`src/rtl/pipe_alu_pkg.sv`:
```
// Shared opcodes, flag bit positions and FSM/shift-op enums for pipe_alu.
// PIPE_ALU_MUL_EN adds the MUL state and shift-add op.
package pipe_alu_pkg;

    localparam logic [7:0] OP_NOP  = 8'h00;
    localparam logic [7:0] OP_AND  = 8'h01;
    localparam logic [7:0] OP_OR   = 8'h02;
    localparam logic [7:0] OP_XOR  = 8'h03;
    localparam logic [7:0] OP_NOT  = 8'h04;
    localparam logic [7:0] OP_ADD  = 8'h05;
    localparam logic [7:0] OP_ADDU = 8'h06;
    localparam logic [7:0] OP_ADDC = 8'h07;
    localparam logic [7:0] OP_SUB  = 8'h09;
    localparam logic [7:0] OP_CMP  = 8'h0B;
    localparam logic [7:0] OP_MUL  = 8'h0E;
    localparam logic [7:0] OP_LSH  = 8'h84;
    localparam logic [7:0] OP_RSH  = 8'h88;
    localparam logic [7:0] OP_ARSH = 8'h8C;

    localparam int FLAG_Z = 4;
    localparam int FLAG_C = 3;
    localparam int FLAG_F = 2;
    localparam int FLAG_N = 1;
    localparam int FLAG_L = 0;

`ifdef PIPE_ALU_MUL_EN
    typedef enum logic [1:0] {IDLE, SHIFT, MUL} state_e;
    typedef enum logic [1:0] {SH_LSH, SH_RSH, SH_ARSH, SH_MUL} sh_op_e;
`else
    typedef enum logic [1:0] {IDLE, SHIFT} state_e;
    typedef enum logic [1:0] {SH_LSH, SH_RSH, SH_ARSH} sh_op_e;
`endif

endpackage

```
`src/rtl/pipe_alu_shifter.sv`:
```
// Iterative one-bit-per-cycle shifter; with PIPE_ALU_MUL_EN also a
// shift-add multiplier. res/cout present the value of the final step.
module pipe_alu_shifter
    import pipe_alu_pkg::*;
#(
    parameter int WIDTH = 16,
    parameter int SHW   = $clog2(WIDTH) + 1
) (
    input  logic             clk,
    input  logic             rst_n,
    input  logic             start,
    input  sh_op_e           op,
    input  logic [WIDTH-1:0] a,
    input  logic [SHW-1:0]   k,
`ifdef PIPE_ALU_MUL_EN
    input  logic [WIDTH-1:0] b,
`endif
    output logic             done,
    output logic [WIDTH-1:0] res,
    output logic             cout
);

    localparam int CW = $clog2(WIDTH + 1);

    logic [WIDTH-1:0] work_q, work_d;
    logic [CW-1:0]    cnt_q, cnt_d;
    logic             cout_q, cout_d;
    sh_op_e           op_q, op_d;
    logic [CW-1:0]    k_sat;
`ifdef PIPE_ALU_MUL_EN
    logic [WIDTH-1:0] acc_q, acc_d;
    logic [WIDTH-1:0] mpl_q, mpl_d;
`endif

    assign k_sat = (k > SHW'(WIDTH)) ? CW'(WIDTH) : CW'(k);

    always_comb begin
        work_d = work_q;
        cnt_d  = cnt_q;
        cout_d = cout_q;
        op_d   = op_q;
`ifdef PIPE_ALU_MUL_EN
        acc_d  = acc_q;
        mpl_d  = mpl_q;
`endif
        if (start) begin
            work_d = a;
            cnt_d  = k_sat;
            cout_d = 1'b0;
            op_d   = op;
`ifdef PIPE_ALU_MUL_EN
            acc_d  = '0;
            mpl_d  = b;
            if (op == SH_MUL) cnt_d = CW'(WIDTH);
`endif
        end else if (cnt_q != '0) begin
            cnt_d = cnt_q - CW'(1);
            unique case (op_q)
                SH_LSH:  {cout_d, work_d} = {work_q, 1'b0};
                SH_RSH:  {work_d, cout_d} = {1'b0, work_q};
                SH_ARSH: {work_d, cout_d} = {work_q[WIDTH-1], work_q};
`ifdef PIPE_ALU_MUL_EN
                SH_MUL: begin
                    if (mpl_q[0]) acc_d = acc_q + work_q;
                    work_d = work_q << 1;
                    mpl_d  = mpl_q >> 1;
                end
`endif
                default: work_d = work_q;
            endcase
        end
    end

    // Last step completes on the edge where the result is captured upstream
    assign done = (cnt_q == CW'(1));
    assign cout = cout_d;
`ifdef PIPE_ALU_MUL_EN
    assign res  = (op_q == SH_MUL) ? acc_d : work_d;
`else
    assign res  = work_d;
`endif

    always_ff @(posedge clk or negedge rst_n) begin
        if (!rst_n) begin
            work_q <= '0;
            cnt_q  <= '0;
            cout_q <= 1'b0;
            op_q   <= SH_LSH;
`ifdef PIPE_ALU_MUL_EN
            acc_q  <= '0;
            mpl_q  <= '0;
`endif
        end else begin
            work_q <= work_d;
            cnt_q  <= cnt_d;
            cout_q <= cout_d;
            op_q   <= op_d;
`ifdef PIPE_ALU_MUL_EN
            acc_q  <= acc_d;
            mpl_q  <= mpl_d;
`endif
        end
    end

endmodule

```
`src/rtl/pipe_alu.sv`:
```
// Handshaked ALU with registered result/flags and multi-cycle shifts.
// Define PIPE_ALU_MUL_EN to enable the iterative MUL opcode.
module pipe_alu
    import pipe_alu_pkg::*;
#(
    parameter int WIDTH = 16,
    parameter int SHW   = $clog2(WIDTH) + 1
) (
    input  logic             clk,
    input  logic             rst_n,
    input  logic             in_valid,
    output logic             in_ready,
    input  logic [7:0]       opcode,
    input  logic [WIDTH-1:0] a,
    input  logic [WIDTH-1:0] b,
    output logic             out_valid,
    input  logic             out_ready,
    output logic [WIDTH-1:0] result,
    output logic [4:0]       flags
);

    localparam int MSB = WIDTH - 1;

    state_e           state_q, state_d;
    logic             out_valid_q, out_valid_d;
    logic [WIDTH-1:0] result_q, result_d;
    logic [4:0]       flags_q, flags_d;

    logic             accept, is_shift, is_mul, sh_start;
    logic             sh_done, sh_cout, upd_z;
    sh_op_e           sh_op;
    logic [WIDTH-1:0] sh_res, alu_r, sub_r;
    logic [4:0]       alu_f;
    logic [WIDTH:0]   add_w, adc_w;

    assign in_ready = (state_q == IDLE) && (!out_valid_q || out_ready);
    assign accept   = in_valid && in_ready;

    assign add_w = {1'b0, a} + {1'b0, b};
    assign adc_w = add_w + {{WIDTH{1'b0}}, flags_q[FLAG_C]};
    assign sub_r = a - b;

    always_comb begin
        sh_op    = SH_LSH;
        is_shift = 1'b0;
        is_mul   = 1'b0;
        unique case (opcode)
            OP_LSH:  begin sh_op = SH_LSH;  is_shift = 1'b1; end
            OP_RSH:  begin sh_op = SH_RSH;  is_shift = 1'b1; end
            OP_ARSH: begin sh_op = SH_ARSH; is_shift = 1'b1; end
`ifdef PIPE_ALU_MUL_EN
            OP_MUL:  begin sh_op = SH_MUL;  is_mul = 1'b1; end
`endif
            default: sh_op = SH_LSH;
        endcase
        // Zero-distance shifts finish in IDLE like any single-cycle op
        if (b[SHW-1:0] == '0) is_shift = 1'b0;
    end

    always_comb begin
        alu_r = '0;
        alu_f = flags_q;
        upd_z = 1'b1;
        unique case (opcode)
            OP_AND: alu_r = a & b;
            OP_OR:  alu_r = a | b;
            OP_XOR: alu_r = a ^ b;
            OP_NOT: alu_r = ~a;
            OP_ADD: begin
                alu_r = add_w[MSB:0];
                alu_f[FLAG_C] = 1'b0;
                alu_f[FLAG_F] = (a[MSB] == b[MSB]) && (alu_r[MSB] != a[MSB]);
                alu_f[FLAG_N] = 1'b0;
                alu_f[FLAG_L] = 1'b0;
            end
            OP_ADDU: begin
                alu_r = add_w[MSB:0];
                alu_f[FLAG_C] = add_w[WIDTH];
                alu_f[FLAG_F] = 1'b0;
                alu_f[FLAG_N] = 1'b0;
                alu_f[FLAG_L] = 1'b0;
            end
            OP_ADDC: begin
                alu_r = adc_w[MSB:0];
                alu_f[FLAG_C] = adc_w[WIDTH];
                alu_f[FLAG_F] = (a[MSB] == b[MSB]) && (alu_r[MSB] != a[MSB]);
                alu_f[FLAG_N] = 1'b0;
                alu_f[FLAG_L] = 1'b0;
            end
            OP_SUB: begin
                alu_r = sub_r;
                alu_f[FLAG_C] = 1'b0;
                alu_f[FLAG_F] = (a[MSB] != b[MSB]) && (sub_r[MSB] != a[MSB]);
                alu_f[FLAG_N] = 1'b0;
                alu_f[FLAG_L] = 1'b0;
            end
            OP_CMP: begin
                upd_z = 1'b0;
                alu_f[FLAG_Z] = (a == b);
                alu_f[FLAG_C] = 1'b0;
                alu_f[FLAG_F] = 1'b0;
                alu_f[FLAG_N] = $signed(a) < $signed(b);
                alu_f[FLAG_L] = a < b;
            end
            OP_LSH, OP_RSH, OP_ARSH: begin
                alu_r = a;
                alu_f[FLAG_C] = 1'b0;
            end
            default: upd_z = 1'b0;
        endcase
        if (upd_z) alu_f[FLAG_Z] = (alu_r == '0);
    end

    always_comb begin
        state_d     = state_q;
        out_valid_d = out_valid_q && !out_ready;
        result_d    = result_q;
        flags_d     = flags_q;
        sh_start    = 1'b0;
        unique case (state_q)
            IDLE: begin
                if (accept) begin
                    if (is_shift) begin
                        state_d  = SHIFT;
                        sh_start = 1'b1;
                    end
`ifdef PIPE_ALU_MUL_EN
                    else if (is_mul) begin
                        state_d  = MUL;
                        sh_start = 1'b1;
                    end
`endif
                    else begin
                        out_valid_d = 1'b1;
                        result_d    = alu_r;
                        flags_d     = alu_f;
                    end
                end
            end
            SHIFT: begin
                if (sh_done) begin
                    state_d        = IDLE;
                    out_valid_d    = 1'b1;
                    result_d       = sh_res;
                    flags_d[FLAG_Z] = (sh_res == '0);
                    flags_d[FLAG_C] = sh_cout;
                end
            end
`ifdef PIPE_ALU_MUL_EN
            MUL: begin
                if (sh_done) begin
                    state_d        = IDLE;
                    out_valid_d    = 1'b1;
                    result_d       = sh_res;
                    flags_d[FLAG_Z] = (sh_res == '0);
                end
            end
`endif
            default: state_d = IDLE;
        endcase
    end

    pipe_alu_shifter #(
        .WIDTH (WIDTH),
        .SHW   (SHW)
    ) u_shifter (
        .clk   (clk),
        .rst_n (rst_n),
        .start (sh_start),
        .op    (sh_op),
        .a     (a),
        .k     (b[SHW-1:0]),
`ifdef PIPE_ALU_MUL_EN
        .b     (b),
`endif
        .done  (sh_done),
        .res   (sh_res),
        .cout  (sh_cout)
    );

    always_ff @(posedge clk or negedge rst_n) begin
        if (!rst_n) begin
            state_q     <= IDLE;
            out_valid_q <= 1'b0;
            result_q    <= '0;
            flags_q     <= '0;
        end else begin
            state_q     <= state_d;
            out_valid_q <= out_valid_d;
            result_q    <= result_d;
            flags_q     <= flags_d;
        end
    end

    assign out_valid = out_valid_q;
    assign result    = result_q;
    assign flags     = flags_q;

    // Used only to silence unused warnings when MUL is compiled out
    logic unused_mul;
    assign unused_mul = is_mul;

endmodule
```
`config.mk`:
```
export PLATFORM = sky130hd
export DESIGN_NAME = pipe_alu
export DESIGN_NICKNAME = d
export VERILOG_FILES = /design/src/rtl/pipe_alu_pkg.sv /design/src/rtl/pipe_alu_shifter.sv /design/src/rtl/pipe_alu.sv
export SDC_FILE = /design/constraint.sdc
export NUM_CORES = 1
export LEC_CHECK = 0
export ABC_CLOCK_PERIOD_IN_PS = 3700
export CORE_ASPECT_RATIO = 0.7
export CORE_MARGIN = 5
export CORE_UTILIZATION = 55
export CTS_BUF_LIST = sky130_fd_sc_hd__clkbuf_4
export CTS_CLUSTER_SIZE = 30
export DETAILED_ROUTE_END_ITERATION = 7
export PLACE_DENSITY = 0.83
export REMOVE_ABC_BUFFERS = 1
export SLEW_MARGIN = 10
export SYNTH_ARGS = -nofsm -noshare
export SYNTH_HDL_FRONTEND = slang
export SYNTH_SLANG_ARGS = --single-unit
```
`constraint.sdc`:
```
create_clock -name clk -period 3.7 [get_ports clk]
set_input_delay 0.555 -clock clk [delete_from_list [all_inputs] [get_ports clk]]
set_output_delay 0.555 -clock clk [all_outputs]
set_load 0.02 [all_outputs]
```
==> impl_metrics.yaml <==
status:
  outcome: "finished with violations"
  violations: "negative setup slack"
layout:
  finalNonFillerCells: 1268
  drive_above_1_share: 0.319
  nets: 1215
  final_util: 0.837
  syn_to_final_growth_pct: 48.2
synthesis:
  ys_seq_area_frac: 0.188
  synth_area_leaders: "dfrtp_1 19%, ha_1 11%, o21ai_0 5.8%"
  yosysWarnings: 0
  synth_edf_count: 0
  ys_seq_elements: 47
  yosysTopAreaCell: "dfrtp_1"
  syn-cell-area_sq_um: 6270
  synth.avg_cell_area_sq_um: 7.48
  synth-main-ff-cell: "dfrtp_1"
  syn_inst: 838
  synth_top_area_share: 0.188
  synth_cell_types: 90
  async_flop_share: 1.00
timing:
  fin_hold_ws_ns: 0.218
  fin_tns_setup_ns: -0.0320
  rsz0062_at_grt: "yes"
  finalHoldViolCount: 0
  layout_min_cycle_time_ns: 3.73
  worst_slew_pin_slew_ns: 0.794
  min_period_over_period: 1.01
  max-slew-margin-rel: 0.469
  finalSetupViolations: 1
  skew_ns: 0.0168
  setup_ws_ns: -0.0320
  fmaxAchievable_ghz: 0.268
  drv_slew: 0
power_and_ir_drop:
  p_total_w: 0.00352
  p_sw_w: 0.00154
  p_leak_nw: 4.25
  powerDensity_nw_per_um2: 379
  intPower_w: 0.00197
  power_frac_comb: 0.629
  p_sw_frac: 0.439
  p_clk_frac: 0.113
  max-vdd-ir-drop_v: 0.000353
  power_frac_seq: 0.258
clock_network:
  cts-hold-fix-buffers: 0
  cts_tree: "yes"
  clkTransAtPathRegs_ns: 0.15
  clock_latency_ns: 0.39
  cts_buffer_depth: 2
  cts_inserted_buffers: 5
  htree_levels: 2
  clock-sinks: 47
  root_buffer: "clkbuf_4"
grt:
  grt_pass1_vias: 7734
  antenna_found_initial: 0
  track_usage: 0.362
  grt_pass1_wl_um: 39500
  grt.overflow.total: 0
  grt_max_degree: 48
floorplan:
  die_h_um: 99.3
  die_x_um: 138
  coreArea_sq_um: 11100
  start_util: 0.565
  io_pins: 67
  die_area_sq_um: 13700
  rows: 32
detailed_routing:
  first_pass_iters: 7
  routed_wl_um: 25600
  drc: 0
  vias: 8023
  via_per_inst: 6.33
  antenna_left: 0
  wl_per_cell_um: 20.2
  drtIter0Drc: 1338
setup_path:
  path_class: "input pin to flip-flop"
  cp_max_fo: 5
  cp.required_ns: 4.01
  end_kind: "flip-flop"
  start_kind: "input pin"
  arrival_ns: 4.04
  r2r_cells: 12
place:
  port_buffers: 66
  globalplace.congestion: 1.02
  placedCellCount: 1246
  dp_hpwl_um: 19700
job:
  maxCapViolCount: 0
min_path:
  holdCritPathClass: "input pin to async pin"
[final cells by class]
type                            instances  area, sq um
Multi-Input combinational cell        677         4980
Timing Repair Buffer                  323         2610
Fill cell                             715         1800
Sequential cell                        47         1180
Inverter                               59          221
Tap cell                              153          191
Clock inverter                          2         60.1
Clock buffer                            6         45.0
Antenna cell                            1         2.50
[power groups by stage]
stage / sequential, W / combinational (W) / clock (W)
3_3_place_gp: 0.000894 / 0.00198 / 0
5_1_grt: 0.000933 / 0.00237 / 0.000416
6_report: 0.000909 / 0.00221 / 0.000397
3_5_place_dp: 0.000909 / 0.00204 / 0
4_1_cts: 0.000899 / 0.00210 / 0.000392
2_1_floorplan: 0.000995 / 0.000951 / 0
[critical path: stages]
cell and delay, ns:
clkdlybuf4s50_1 0.41, buf_4 0.17, ha_1 0.24, or4_1 0.56
o21ai_2 0.08, a31oi_1 0.07, xnor2_1 0.35, buf_4 0.20
nor3_2 0.05, buf_4 0.14, xor2_1 0.14, a211oi_2 0.29
nand4_1 0.17, or4_4 0.44, o31ai_2 0.17
[worst paths after layout]
kind                             from                    to  slack (ns)
setup reg to reg             flags[3]              flags[4]        0.49
max in group asynchronous       rst_n  u_shifter.work_q[11]        3.05
hold / removal                  rst_n            state_q[0]        0.22
hold reg to reg            result[15]            result[15]        0.52
setup / recovery                 a[5]              flags[4]       -0.03
min in group clk           result[15]            result[15]        0.52
[sequential cells by signal (all words and copies together) (netlist names)]
name,flops
flags,5
u_shifter.work_q,16
u_shifter.cnt_q,5
out_valid,1
u_shifter.op_q,2
result,16
u_shifter.cout_q,1
state_q,1
[what timing repair did]
action                                  CTS  global route
pin swaps                                14            22
buffers inserted                          4             9
resized for setup                        39            44
endpoints found under the setup margin    7             6
[cells in the mapped netlist, types with 4 or more instances]
cell type,number
nand2_1,83
nor2_1,79
o21ai_0,72
inv_1,58
ha_1,56
a21oi_1,52
dfrtp_1,47
clkbuf_1,39
nand3_1,29
a22oi_1,26
xnor2_1,21
mux2i_1,17
nor3_1,16
buf_2,12
nand2b_1,12
a211oi_1,10
nor4_1,10
a221oi_1,9
nand4_1,9
nor2b_1,9
a21o_1,8
o211ai_1,8
o221ai_1,7
o31ai_1,7
a31oi_1,6
and3_1,6
o21a_1,6
xor2_1,6
o221a_2,5
or3_1,5
or4_1,5
and2_1,4
mux2_2,4
nor3b_1,4
o21bai_1,4
o22ai_1,4
[stage by stage]
step / area [sq um] / worst slack [ns]
6_report: 9290 / -0.0320
2_1_floorplan: 6030 / -0.0982
4_1_cts: 9010 / 0.00799
3_3_place_gp: 8720 / -0.616
3_5_place_dp: 8720 / -0.692
5_1_grt: 9290 / -0.172
[layer usage]
layer	vias to the layer above	GRT usage	part of all wire
met4	0	0.116	0.046
met2	611	0.547	0.42
met3	125	0.111	0.14
met1	3675	0.493	0.40
li1	3612	-	-
met5	-	0	0
[kinds of logic (layout without fill, tap and decap cells)]
logic type | Yosys count | count (layout) | share of synthesized area
xor gates and xnor gates | 29 | 29 | 0.0457
AOI/OAI and AO/OA | 278 | 278 | 0.311
adders and majority gates | 58 | 58 | 0.118
other | 0 | 1 | 0
buffers and inverters | 114 | 390 | 0.0737
and+or+nand+nor | 291 | 291 | 0.229
DFF | 47 | 47 | 0.188
muxes | 21 | 21 | 0.0343
[cells in the final DEF (no fill, tap or decap), types with 7 or more instances in the layout]
| cell | count |
|---|---|
| buf_4 | 252 |
| dfrtp_1 | 47 |
| a21o_1 | 8 |
| xnor2_1 | 21 |
| inv_1 | 54 |
| nor2_1 | 76 |
| o211ai_1 | 8 |
| nand2_1 | 82 |
| nand3_1 | 28 |
| nor3_1 | 13 |
| ha_1 | 46 |
| a21oi_1 | 50 |
| nor2b_1 | 9 |
| o221ai_1 | 7 |
| o31ai_1 | 7 |
| mux2i_1 | 17 |
| nor4_1 | 7 |
| nand4_1 | 9 |
| clkdlybuf4s50_1 | 59 |
| o21ai_0 | 66 |
| nand2b_1 | 12 |
| a22oi_1 | 26 |
| ha_4 | 7 |
(Power assumes the default switching activity.)
